`config.mk`:
```
export PLATFORM = sky130hd
export DESIGN_NAME = aes_block_tx_serializer
export DESIGN_NICKNAME = d
export VERILOG_FILES = /design/src/rtl/aes_uart_pkg.sv /design/src/rtl/aes_tx_cycle_timer.sv /design/src/rtl/aes_block_tx_serializer.sv
export SDC_FILE = /design/constraint.sdc
export NUM_CORES = 1
export LEC_CHECK = 0
export BUFFER_PORTS_ARGS = -buffer_cell sky130_fd_sc_hd__buf_2
export CORE_MARGIN = 2
export CORE_UTILIZATION = 60
export DETAILED_ROUTE_END_ITERATION = 6
export PLACE_DENSITY = 0.83
export SLEW_MARGIN = 20
export SYNTH_ARGS = -nofsm -noshare
export SYNTH_HDL_FRONTEND = slang
export SYNTH_SLANG_ARGS = --single-unit
```
`constraint.sdc`:
```
create_clock -name clk -period 7.6 [get_ports clk]
set_input_delay 0.38 -clock clk [delete_from_list [all_inputs] [get_ports clk]]
set_output_delay 0.38 -clock clk [all_outputs]
set_load 0.005 [all_outputs]
```
`src/rtl/aes_uart_pkg.sv`:
```
// aes_uart_pkg: shared FSM state type, block sizing constants and counter width helper
package aes_uart_pkg;
    localparam int DEFAULT_N = 128;
    localparam int BYTES_PER_BLOCK = DEFAULT_N / 8;
    typedef enum logic [2:0] {
        IDLE, LOAD, WAIT_IDLE, START, WAIT_BUSY, WAIT_DONE, GAP, FINISH
    } tx_state_t;
    function automatic int cnt_width(input int v);
        return (v < 1) ? 1 : $clog2(v + 1);
    endfunction
endpackage

```
`src/rtl/aes_tx_cycle_timer.sv`:
```
// aes_tx_cycle_timer: loadable down-counter that parks at zero and flags expiry
// Ports: clk, reset (async, active high), load/load_value (restart count), expired (count is zero)
module aes_tx_cycle_timer #(
    parameter int W = 8
) (
    input  logic         clk,
    input  logic         reset,
    input  logic         load,
    input  logic [W-1:0] load_value,
    output logic         expired
);
    logic [W-1:0] count;
    always_ff @(posedge clk or posedge reset)
        if (reset) count <= '0;
        else if (load) count <= load_value;
        else if (count != '0) count <= count - W'(1);
    assign expired = count == '0;
endmodule

```
`src/rtl/aes_block_tx_serializer.sv`:
```
// aes_block_tx_serializer: sends an N-bit block to a byte UART transmitter, byte 0 first
// Ports: clk, reset (async, active high)
//   blk_data/blk_valid/blk_ready: block input handshake
//   uart_tx_ready/uart_tx_start/uart_transmit_data: byte handshake to the UART transmitter
//   busy: block in flight; block_done: one-cycle pulse after last byte; tx_timeout: sticky handshake timeout
module aes_block_tx_serializer
    import aes_uart_pkg::*;
#(
    parameter int N              = DEFAULT_N,
    parameter int GAP_CYCLES     = 1000,
    parameter int TIMEOUT_CYCLES = 4095
) (
    input  logic         clk,
    input  logic         reset,
    input  logic [N-1:0] blk_data,
    input  logic         blk_valid,
    output logic         blk_ready,
    input  logic         uart_tx_ready,
    output logic         uart_tx_start,
    output logic [7:0]   uart_transmit_data,
    output logic         busy,
    output logic         block_done,
    output logic         tx_timeout
);
    localparam int NB = N / 8;
    localparam int IW = $clog2(NB) + 1;
    localparam int GW = cnt_width(GAP_CYCLES);
    localparam int TW = cnt_width(TIMEOUT_CYCLES);
    // GAP is left when the timer reaches zero, so loading G-1 yields exactly G cycles
    localparam logic [GW-1:0] GAP_LOAD = GW'(GAP_CYCLES > 0 ? GAP_CYCLES - 1 : 0);
    localparam logic [TW-1:0] TO_LOAD = TW'(TIMEOUT_CYCLES);
    tx_state_t state, next;
    logic [N-1:0] shreg;
    logic [IW-1:0] idx;
    logic gap_exp, to_exp, accept, in_wait, enter_wait, last;
    assign blk_ready = (state == IDLE) && !reset;
    assign accept = blk_valid && blk_ready;
    assign busy = state != IDLE;
    assign block_done = state == FINISH;
    assign in_wait = state inside {WAIT_IDLE, WAIT_BUSY, WAIT_DONE};
    assign enter_wait = (next inside {WAIT_IDLE, WAIT_BUSY, WAIT_DONE}) && next != state;
    assign last = idx == IW'(NB - 1);
    // start drops combinationally as soon as the UART goes busy or the handshake times out
    assign uart_tx_start = (state == START) || (state == WAIT_BUSY && uart_tx_ready && !to_exp);
    always_comb begin
        next = state;
        case (state)
            IDLE:      if (blk_valid) next = LOAD;
            LOAD:      next = WAIT_IDLE;
            WAIT_IDLE: next = uart_tx_ready ? START : (to_exp ? IDLE : WAIT_IDLE);
            START:     next = WAIT_BUSY;
            WAIT_BUSY: next = !uart_tx_ready ? WAIT_DONE : (to_exp ? IDLE : WAIT_BUSY);
            WAIT_DONE: next = uart_tx_ready ? (last ? FINISH : (GAP_CYCLES == 0 ? LOAD : GAP))
                                            : (to_exp ? IDLE : WAIT_DONE);
            GAP:       if (gap_exp) next = LOAD;
            FINISH:    next = IDLE;
            default:   next = IDLE;
        endcase
    end
    always_ff @(posedge clk or posedge reset)
        if (reset) begin
            state <= IDLE;
            shreg <= '0;
            idx <= '0;
            uart_transmit_data <= 8'h00;
            tx_timeout <= 1'b0;
        end else begin
            state <= next;
            if (accept) begin
                shreg <= blk_data;
                idx <= '0;
                tx_timeout <= 1'b0;
            end
            if (state == LOAD) uart_transmit_data <= 8'(shreg >> {idx, 3'b000});
            if (state == WAIT_DONE && uart_tx_ready) idx <= idx + IW'(1);
            if (in_wait && next == IDLE) tx_timeout <= 1'b1;
        end
    aes_tx_cycle_timer #(.W(GW)) u_gap_timer (
        .clk        (clk),
        .reset      (reset),
        .load       (next == GAP && state != GAP),
        .load_value (GAP_LOAD),
        .expired    (gap_exp)
    );
    aes_tx_cycle_timer #(.W(TW)) u_timeout_timer (
        .clk        (clk),
        .reset      (reset),
        .load       (enter_wait),
        .load_value (TO_LOAD),
        .expired    (to_exp)
    );
endmodule

```
==> summary.md <==
| Metric | Value |
|---|---|
| Final hold slack | 0.08051 ns |
| Core Util, Final | 71.50% |
| Family with the most delay on the worst path | simple AND/OR/NAND/NOR gates |
| Register area | 4182 sq um |
| Die X | 119.7 um |
| Top cells by count, synth | dfrtp_1, mux2_4, mux2_2 |
| Status | finished, final reports clean |
| Setup Buffers After CTS | 0 |
| Area share of the largest cell type after synthesis | 52.03% |
| Crit path to | u_timeout_timer.count[2] |
| Setup Crit Path Kind | flip-flop to flip-flop |
| Leakage power | 4.471 nW |
| Cell depth of the worst setup path | 7 |
| Seq/Total Area, Yosys | 52.03% |
| Via count | 5139 |
| Largest cells by area after synthesis | dfrtp_1, mux2_4, mux4_2 |
| Area Growth Syn to Fin | 16.95% |
| Worst-Margin Slew | 0.9396 ns |
| Area of the multi-input gates | 3590 sq um |
| Reg2Reg Capture Point | u_timeout_timer.count[2] |
| Pins Over Slew Limit | 0 |
| Fillers | 860 |
| Syn_nets | 696 |
| Cell Count, Final, Fillers Out | 880 |
| Post-DP HPWL | 11970 um |
| GRT Resource Usage Total | 26.23% |
| Avg Inst Size Synth | 14.34 sq um |
| Placed instance area | 8792 sq um |
| Comb pwr share | 34.4% |
| Num rows | 42 |
| Worst skew pair latency | 0.43 ns |
| Maximum clock rate | 326.8 MHz |
| Async SR Flop Fraction | 100.0% |
| Post-Syn Instances | 560 |
| Avg WL per Cell | 19.90 um |
| Max VDD drop | 225.0 uV |
| Ant. Diodes | 0 |
| Final WS setup | 4.540 ns |
| Main flop type after synthesis | dfrtp_1 |
| Layout cell share with drive strength beyond 1 | 48.86% |
| Htree depth | 4 |
| HP Class | input pin to asynchronous set/reset pin |
| Pwr dens | 403.0 nW/um^2 |
| CP Max Fanout | 12 |
| Initial antenna violation count | 0 |
| Final-stage net count | 827 |
| Maxcap violations | 0 |
| Largest net degree at the start of global routing | 93 |
| Sum Neg Setup Slack | 0 ns |
| Skew final | 0.007639 ns |
| CTS Sinks | 167 |
| Post-place setup slack | 4.604 ns |
| Unique cell type count in the Yosys netlist | 47 |
| Reg2reg setup slack | 4.54 ns |
| Slowest-stage cell, CP | nor4b_1 |
| Yosys warns | 0 |
| CTS tree | built |
| Number of synthesized flops with an enable pin | 0 |
| Starting density of the core | 61.13% |
| Final setup violation count | 0 |
| Worst r2r path cells | 7 |
| Worst EP arrival | 3.31 ns |
| Root buffer cell | clkbuf_16 |
| Synth area leader | dfrtp_1 |
| Mapped cell area | 8031 sq um |
| Count leader, synth | dfrtp_1 |
| Startpoint class of the critical path | flip-flop |
| Switching power share of the total | 30.22% |
| Number of gates resized after cts | 0 |
| Unrepaired setup endpoints after global routing | false |
| #FFs+latches synth | 167 |
| Hold bufs inserted after CTS | 0 |
| Core Box Area | 13140 sq um |
| Routability cong. | 0.8527 |
| Worst endpoint required time | 7.85 ns |
| Fin crit share | 40.27% |
| Total grt overflow | 0 |
| FF-to-FF Start | u_timeout_timer.count[0] |
| Routed WL | 17510 um |
| Crit-path cells | inv_1 > ha_1 > nor4b_1 > nand3_1 > a2bb2oi_1 > a21oi_1 > o211ai_1 |
| Vias in the first global route | 5462 |
| Placed insts | 848 |
| Post-route minimum period | 3.060 ns |
| Die area | 14330 sq um |
| Total CTS buffers | 17 |
| Global-route wire length before repair | 28550 um |
| Int Pwr | 2.641 mW |
| Reg clk slew, reported paths | 0.06 ns |
| ANT nets after route | 0 |
| Seq pwr share | 42.7% |
| Num ports | 145 |
| DRC Markers | 0 |
| Initial DRT Pass Iterations | 5 |
| CP bufs+invs | 1 |
| Rel. slew slack | 37.36% |
| Clock Power Share | 22.9% |
| PortBufs | 144 |
| Via density | 5.840 |
| Final hold violations | 0 |
| CP endpoint kind | flip-flop |
| Worst path max stage delay | 0.63 ns |
| Critical path startpoint | u_timeout_timer.count[0] |
| Die height | 119.7 um |
| Clk buf depth | 2 |
| DR iter-0 viols | 422 |
| PnR Total Power | 3.785 mW |
| Final Cell Area | 9393 sq um |
| Switch Pwr | 1.144 mW |
-- layer usage --
layer / wire (um) / share of wire [%] / vias up / GRT usage, %
li1: - / - / 2312 / -
met1: 7552 / 43 / 2648 / 35.91
met2: 8732 / 50 / 148 / 41.71
met3: 853 / 4.9 / 31 / 5.703
met4: 376 / 2.1 / 0 / 9.779
met5: 0 / 0 / - / 0
-- cell type report --
type	instances	area share, %
Sequential cell	167	44.52
Timing Repair Buffer	148	8.033
Inverter	12	0.5328
Multi-Input combinational cell	345	38.22
Clock inverter	8	1.012
Tap cell	176	2.344
Clock buffer	24	5.342
-- power groups by stage --
stage / clock network [mW] / logic [mW] / registers, mW
4_1_cts: 0.875 / 1.31 / 1.61
3_5_place_dp: 0 / 1.29 / 1.61
3_3_place_gp: 0 / 1.25 / 1.57
5_1_grt: 0.919 / 1.40 / 1.66
6_report: 0.868 / 1.30 / 1.62
2_1_floorplan: 0 / 1.10 / 1.47
-- cell families (layout without fill, tap and decap cells) --
logic type / Yosys count / in the layout / synth area share [%]
mux: 163 / 163 / 30.89
flops: 167 / 167 / 52.03
xor+xnor: 10 / 10 / 1.090
simple gates: 105 / 105 / 6.543
fa+ha+maj: 4 / 4 / 0.6232
compound gates: 63 / 63 / 5.484
buf+inv: 48 / 192 / 3.334
-- cells in the final DEF, fill, tap and decap left out, types with 2 or more instances in the layout --
master,instances
a21oi_1,6
a22o_1,8
a22oi_1,16
and2_1,3
and3_1,3
buf_2,144
buf_4,3
bufinv_16,2
clkbuf_1,2
clkbuf_16,17
clkbuf_8,5
clkinv_2,4
clkinvlp_4,2
dfrtp_1,165
dfrtp_2,2
ha_1,4
inv_1,11
mux2_2,51
mux2_4,77
mux2i_1,3
mux4_2,32
nand2_1,34
nand2b_1,6
nand3_1,13
nand3b_1,2
nor2_1,15
nor2b_1,10
nor3_1,7
nor4_1,4
nor4b_1,2
o211ai_1,5
o21ai_0,15
o31ai_1,2
or3_4,2
xnor2_1,4
xor2_1,6
-- state kept, by name (all words and copies together) (netlist names) --
name	cells
u_gap_timer.count	10
uart_transmit_data	8
tx_timeout	1
shreg	128
state	3
u_timeout_timer.count	12
idx	5
-- how the worst min path moves through the flow --
stage / startpoint / endpoint / slack, ns / cells past startpoint
floorplan: tx_timeout / tx_timeout / 0.47 / 2
global placement: tx_timeout / tx_timeout / 0.47 / 2
detailed placement: tx_timeout / tx_timeout / 0.48 / 2
CTS: reset / state[0] / 0.09 / 2
global route: reset / state[0] / 0.13 / 2
finish: reset / state[0] / 0.08 / 2
(Power assumes the default switching activity.)
